--- config.mk ---
export PLATFORM = sky130hd
export DESIGN_NAME = rom_loader
export DESIGN_NICKNAME = d
export VERILOG_FILES = /design/src/rtl/rom_loader_pkg.sv /design/src/rtl/byte_packer.sv /design/src/rtl/rom_loader.sv
export SDC_FILE = /design/constraint.sdc
export NUM_CORES = 1
export LEC_CHECK = 0
export BUFFER_PORTS_ARGS = -buffer_cell sky130_fd_sc_hd__buf_4
export CAP_MARGIN = 40
export CORE_MARGIN = 2
export CORE_UTILIZATION = 40
export DETAILED_ROUTE_END_ITERATION = 7
export PLACE_DENSITY = 0.59
export SLEW_MARGIN = 20
export SYNTH_ARGS = -nofsm -noshare
export SYNTH_HDL_FRONTEND = slang
export SYNTH_SLANG_ARGS = --single-unit
--- constraint.sdc ---
create_clock -name clk -period 3.75 [get_ports clk]
set_clock_uncertainty 0.1 [all_clocks]
set_input_delay 0.375 -clock clk [delete_from_list [all_inputs] [get_ports clk]]
set_output_delay 0.375 -clock clk [all_outputs]
set_load 0.05 [all_outputs]
--- src/rtl/rom_loader_pkg.sv ---
// Shared types and sizes for the ROM loader and the instruction ROM it feeds.
// Stream layout: 4-byte little-endian word count, then that many little-endian words.
package rom_loader_pkg;

    typedef enum logic [2:0] {
        ST_IDLE,
        ST_LEN,
        ST_DATA,
        ST_DONE,
        ST_ERR
    } state_e;

    localparam int HDR_BYTES  = 4;
    localparam int WORD_BYTES = 4;
    localparam int ROM_DEPTH  = 1024;

endpackage

--- src/rtl/byte_packer.sv ---
// Packs little-endian bytes into a 32-bit word; reused for the length header and data words.
// word_o/word_done_o are combinational so the consumer can register the word on the accepting edge.
module byte_packer
    import rom_loader_pkg::*;
(
    input  logic        clk,
    input  logic        rst_n,
    input  logic        clr_i,
    input  logic        push_i,
    input  logic [7:0]  byte_i,
    output logic [31:0] word_o,
    output logic        word_done_o
);

    localparam int CNT_W = $clog2(WORD_BYTES);

    logic [CNT_W-1:0] cnt_q, cnt_d;
    logic [31:0]      word_q, word_d;

    always_comb begin
        cnt_d  = cnt_q;
        word_d = word_q;
        if (clr_i) begin
            cnt_d  = '0;
            word_d = '0;
        end else if (push_i) begin
            // byte k of the word lands in bits [8k+7:8k]
            word_d[{cnt_q, 3'b000} +: 8] = byte_i;
            cnt_d = cnt_q + 1'b1;
        end
    end

    always_ff @(posedge clk or negedge rst_n) begin
        if (!rst_n) begin
            cnt_q  <= '0;
            word_q <= '0;
        end else begin
            cnt_q  <= cnt_d;
            word_q <= word_d;
        end
    end

    assign word_o      = word_d;
    assign word_done_o = push_i && !clr_i && (cnt_q == CNT_W'(WORD_BYTES - 1));

endmodule

--- src/rtl/rom_loader.sv ---
// Receives a length-prefixed byte stream and writes it into the instruction ROM, holding the core meanwhile.
// Write issues one cycle after a word's last byte; byte_ready_o depends only on state, so one byte per cycle is sustained.
module rom_loader
    import rom_loader_pkg::*;
#(
    parameter int DEPTH   = ROM_DEPTH,
    parameter int TIMEOUT = 65535
) (
    input  logic        clk,
    input  logic        rst_n,
    input  logic        load_start_i,
    input  logic        byte_valid_i,
    input  logic [7:0]  byte_data_i,
    output logic        byte_ready_o,
    output logic        rom_we_o,
    output logic [31:0] rom_waddr_o,
    output logic [31:0] rom_wdata_o,
    output logic        hold_o,
    output logic        done_o,
    output logic        err_o
);

    localparam int IDX_W = $clog2(DEPTH) + 1;
    localparam int TMO_W = $clog2(TIMEOUT + 1);

    state_e           state_q, state_d;
    logic [IDX_W-1:0] idx_q, idx_d;
    logic [31:0]      n_q, n_d;
    logic [TMO_W-1:0] tmo_q, tmo_d;
    logic             we_q, we_d;
    logic [31:0]      waddr_q, waddr_d;
    logic [31:0]      wdata_q, wdata_d;
    logic             hold_q, hold_d;
    logic             done_q, done_d;
    logic             err_q, err_d;

    logic             xfer;
    logic             tmo_expire;
    logic             pk_clr;
    logic [31:0]      pk_word;
    logic             pk_done;

    assign byte_ready_o = (state_q == ST_LEN) || (state_q == ST_DATA);
    // a start in the same cycle as a byte wins: the byte is not consumed
    assign xfer         = byte_valid_i && byte_ready_o && !load_start_i;
    assign tmo_expire   = byte_ready_o && !xfer && (tmo_q == TMO_W'(TIMEOUT - 1));
    assign pk_clr       = load_start_i || tmo_expire;

    byte_packer u_packer (
        .clk         (clk),
        .rst_n       (rst_n),
        .clr_i       (pk_clr),
        .push_i      (xfer),
        .byte_i      (byte_data_i),
        .word_o      (pk_word),
        .word_done_o (pk_done)
    );

    always_comb begin
        state_d = state_q;
        idx_d   = idx_q;
        n_d     = n_q;
        tmo_d   = tmo_q;
        we_d    = 1'b0;
        waddr_d = waddr_q;
        wdata_d = wdata_q;
        hold_d  = hold_q;
        done_d  = done_q;
        err_d   = err_q;

        if (load_start_i) begin
            state_d = ST_LEN;
            idx_d   = '0;
            n_d     = '0;
            tmo_d   = '0;
            hold_d  = 1'b1;
            done_d  = 1'b0;
            err_d   = 1'b0;
        end else if (byte_ready_o) begin
            tmo_d = xfer ? '0 : tmo_q + 1'b1;
            if (tmo_expire) begin
                state_d = ST_ERR;
                err_d   = 1'b1;
                hold_d  = 1'b0;
            end else if (pk_done) begin
                if (state_q == ST_LEN) begin
                    n_d = pk_word;
                    if (pk_word == 32'd0 || pk_word > 32'(DEPTH)) begin
                        state_d = ST_ERR;
                        err_d   = 1'b1;
                        hold_d  = 1'b0;
                    end else begin
                        state_d = ST_DATA;
                    end
                end else begin
                    we_d    = 1'b1;
                    waddr_d = {{(30 - IDX_W){1'b0}}, idx_q, 2'b00};
                    wdata_d = pk_word;
                    idx_d   = idx_q + 1'b1;
                    if (32'(idx_q) == n_q - 32'd1) begin
                        state_d = ST_DONE;
                        done_d  = 1'b1;
                        hold_d  = 1'b0;
                    end
                end
            end
        end
    end

    always_ff @(posedge clk or negedge rst_n) begin
        if (!rst_n) begin
            state_q <= ST_IDLE;
            idx_q   <= '0;
            n_q     <= '0;
            tmo_q   <= '0;
            we_q    <= 1'b0;
            waddr_q <= '0;
            wdata_q <= '0;
            hold_q  <= 1'b0;
            done_q  <= 1'b0;
            err_q   <= 1'b0;
        end else begin
            state_q <= state_d;
            idx_q   <= idx_d;
            n_q     <= n_d;
            tmo_q   <= tmo_d;
            we_q    <= we_d;
            waddr_q <= waddr_d;
            wdata_q <= wdata_d;
            hold_q  <= hold_d;
            done_q  <= done_d;
            err_q   <= err_d;
        end
    end

    assign rom_we_o    = we_q;
    assign rom_waddr_o = waddr_q;
    assign rom_wdata_o = wdata_q;
    assign hold_o      = hold_q;
    assign done_o      = done_q;
    assign err_o       = err_q;

endmodule

==> flow_metrics.tcl <==
set metrics [dict create \
    netlist.top_cell.by_area "dfrtp_1" \
    ys_top_cells_by_area "dfrtp_1 (50%), nand2_1 (9.9%), mux2_2 (5.4%)" \
    endpoint_kind "flip-flop" \
    seq_area_frac_synth_pct 50.1 \
    yosys.area.top_type_share_pct 50.1 \
    synth.distinct_cells 58 \
    viasPerCell 5.43 \
    grt_max_degree 86 \
    final_cell_count_no_fill 1061 \
    hold_path_class "input port to flip-flop" \
    yosys_warnings 0 \
    status "finished, final reports clean" \
    io_pins 81 \
    cts_tree "done" \
    first_pass_iters 5 \
    post_cts_resized 0 \
    final-setup-viol-count 0 \
    drtIter0Drc 388 \
    drt_wl_total_mm 18.4 \
    synth_top_flop_cell "dfrtp_1" \
    rsz0062_at_grt "no" \
    async_reset_ff_share_pct 100 \
    std_cell_rows 48 \
    worst-path-max-fanout 9 \
    cts_buffers 17 \
    clk_latency_ps 420 \
    portBuffers 59 \
    antenna_cells 0 \
    track_usage_pct 20.9 \
    timing.rr.start "n_q[0]" \
    drc 0 \
    post-route-cell-area_um2 8280 \
    cts_buffer_depth 2 \
    gr-total-overflow 0 \
    initial_core_util_pct 41.2 \
    netlist_area_um2 7140 \
    hold_ws_ps 223 \
    r2r-end "hold_o" \
    postRouteAntennaNets 0 \
    worst-r2r-cell-count 9 \
    worst_pin_slew_ps 872 \
    core_region_area_um2 17400 \
    postCtsSetupBuffers 0 \
    vdd_drop_max_uv 249 \
    syn2layout_area_growth_pct 15.9 \
    reg2reg_slack_ps 560 \
    path_class "flip-flop to flip-flop" \
    fin_crit_sh_pct 85.0 \
    min_path_cells 3 \
    fillers 1693 \
    clk_pin_slew_ps 60 \
    place_congestion 0.888 \
    required_ps 3960 \
    place_area_um2 7740 \
    avgSynthCellArea_um2 9.26 \
    dp_hpwl_mm 13.0 \
    maxCapViolCount 0 \
    grt_pass1_vias 5654 \
    cp.arrival_ps 3400 \
    drive_gt1_share_pct 17.0 \
    clockRootBuffer "clkbuf_16" \
    die_h_um 138 \
    fin_crit_ps 3190 \
    fp.dieW_um 138 \
    power.density_nw_per_um2 416 \
    max_freq_mhz 314 \
    syn-instance-count 771 \
    p_leak_nw 4.08 \
    pre_cts_ws_ps 565 \
    finalSetupTns_ps 0 \
    h-tree-depth 4 \
    die_area_um2 18900 \
    start_kind "flip-flop" \
    synth_enable_flop_cells 0 \
    endpoint "hold_o" \
    grt_pass1_wl_mm 30.3 \
    relSlewSlack_pct 41.6 \
    dp_cells 1029 \
    timing.final.hold_violations 0 \
    wire_per_inst_um 17.4 \
    final-max-slew-violation-count 0 \
    vias 5762 \
    antenna_found_initial 0 \
    synth.ff_latch_count 143 \
    timing.final.ws_setup_ps 563 \
    cts.sinks 143 \
    cp-startpoint "n_q[0]" \
    final_nets 845 \
]
==> area by class of cell <==
cell class / count / area (um^2) / share of cell area [%]
clock inverter: 11 / 68.8 / 0.831
clock buffer: 20 / 457 / 5.52
timing repair buffer: 70 / 544 / 6.57
inverter: 14 / 52.6 / 0.635
multi-input combinational: 578 / 3300 / 39.8
sequential: 143 / 3580 / 43.2
tap: 225 / 282 / 3.40
==> layer usage <==
metal	global-route usage (%)	wire (um)	vias up
met2	32.4	8440	170
met1	29.4	8810	2815
met5	0	0	-
li1	-	-	2750
met3	3.75	831	27
met4	7.39	339	0
==> cells in the mapped netlist, types with 7 or more instances <==
library cell	count
nor2_1	39
clkbuf_1	29
buf_4	22
inv_1	14
mux2_2	34
dfrtp_1	143
a21oi_1	44
xor2_1	16
o21ai_0	42
or4_1	8
nor4_1	9
nand3_1	39
nand2_1	189
nand4_1	15
ha_1	9
and3_1	12
nor3_1	7
xnor2_1	7
==> critical path, stage by stage (launching register included) <==
cell	delay, ps
dfrtp_1	440
inv_1	80
ha_1	330
nor3b_1	290
xnor2_1	150
nand4_1	100
a2111o_1	410
or4_1	470
or4_4	540
o21a_1	190
==> flip-flops by register name, indices dropped and copies added, names as in the netlist <==
name,flops
u_packer.word_q,32
rom_wdata_o,32
rom_waddr_o,11
n_q,32
hold_o,1
u_packer.cnt_q,2
rom_we_o,1
state_q,3
tmo_q,16
idx_q,11
err_o,1
done_o,1
==> power breakdown <==
part	leakage [nW]	internal, W	switching [W]
logic	1.84	0.000114	0.000245
clock network	0.253	0.000868	0.000649
registers	1.98	0.00156	0.0000146
total	4.08	0.00254	0.000908
==> how the worst min path moves through the flow <==
stage                     slack, ps                   to           start
final                           220  u_packer.word_q[22]  byte_data_i[6]
after global routing            220  u_packer.word_q[28]  byte_data_i[4]
after CTS                       210  u_packer.word_q[22]  byte_data_i[6]
after detailed placement        280      rom_wdata_o[17]           rst_n
after global placement          270      rom_wdata_o[22]           rst_n
after floorplan                 -20               done_o           rst_n
==> placed cells by master, fill, tap and decap left out, drive strengths merged, types with 11 or more instances in the layout <==
| master | instances |
|---|---|
| nand2 | 189 |
| dfrtp | 143 |
| buf | 69 |
| a21oi | 44 |
| o21ai | 42 |
| nand3 | 39 |
| nor2 | 39 |
| mux2 | 34 |
| conb | 21 |
| clkbuf | 20 |
| xor2 | 16 |
| nand4 | 15 |
| inv | 14 |
| and3 | 12 |
| or4 | 11 |
==> what timing repair did <==
| item | in CTS | in global routing |
|---|---|---|
| hold endpoints to repair | 58 | 0 |
| endpoints found under the setup margin | 0 | 0 |
| hold buffers | 1 | 0 |
==> cells by family (layout without fill, tap and decap cells) <==
group / Yosys count / after routing / share of synthesized area [%]
AOI/OAI and AO/OA: 125 / 125 / 10.4
and+or+nand+nor: 360 / 360 / 24.0
buffers and inverters: 70 / 115 / 4.83
adders and majority gates: 9 / 9 / 1.58
other: 1 / 21 / 0.0525
xor gates and xnor gates: 23 / 23 / 2.82
DFF: 143 / 143 / 50.1
muxes: 40 / 40 / 6.20
==> through the flow <==
stage | util (%) | power, W
after CTS | 47.7 | 0.00348
after global placement | 44.6 | 0.00195
final | 47.7 | 0.00345
after detailed placement | 44.6 | 0.00195
after global routing | 47.7 | 0.00360
after floorplan | - | 0.00185
(Power assumes the default switching activity.)
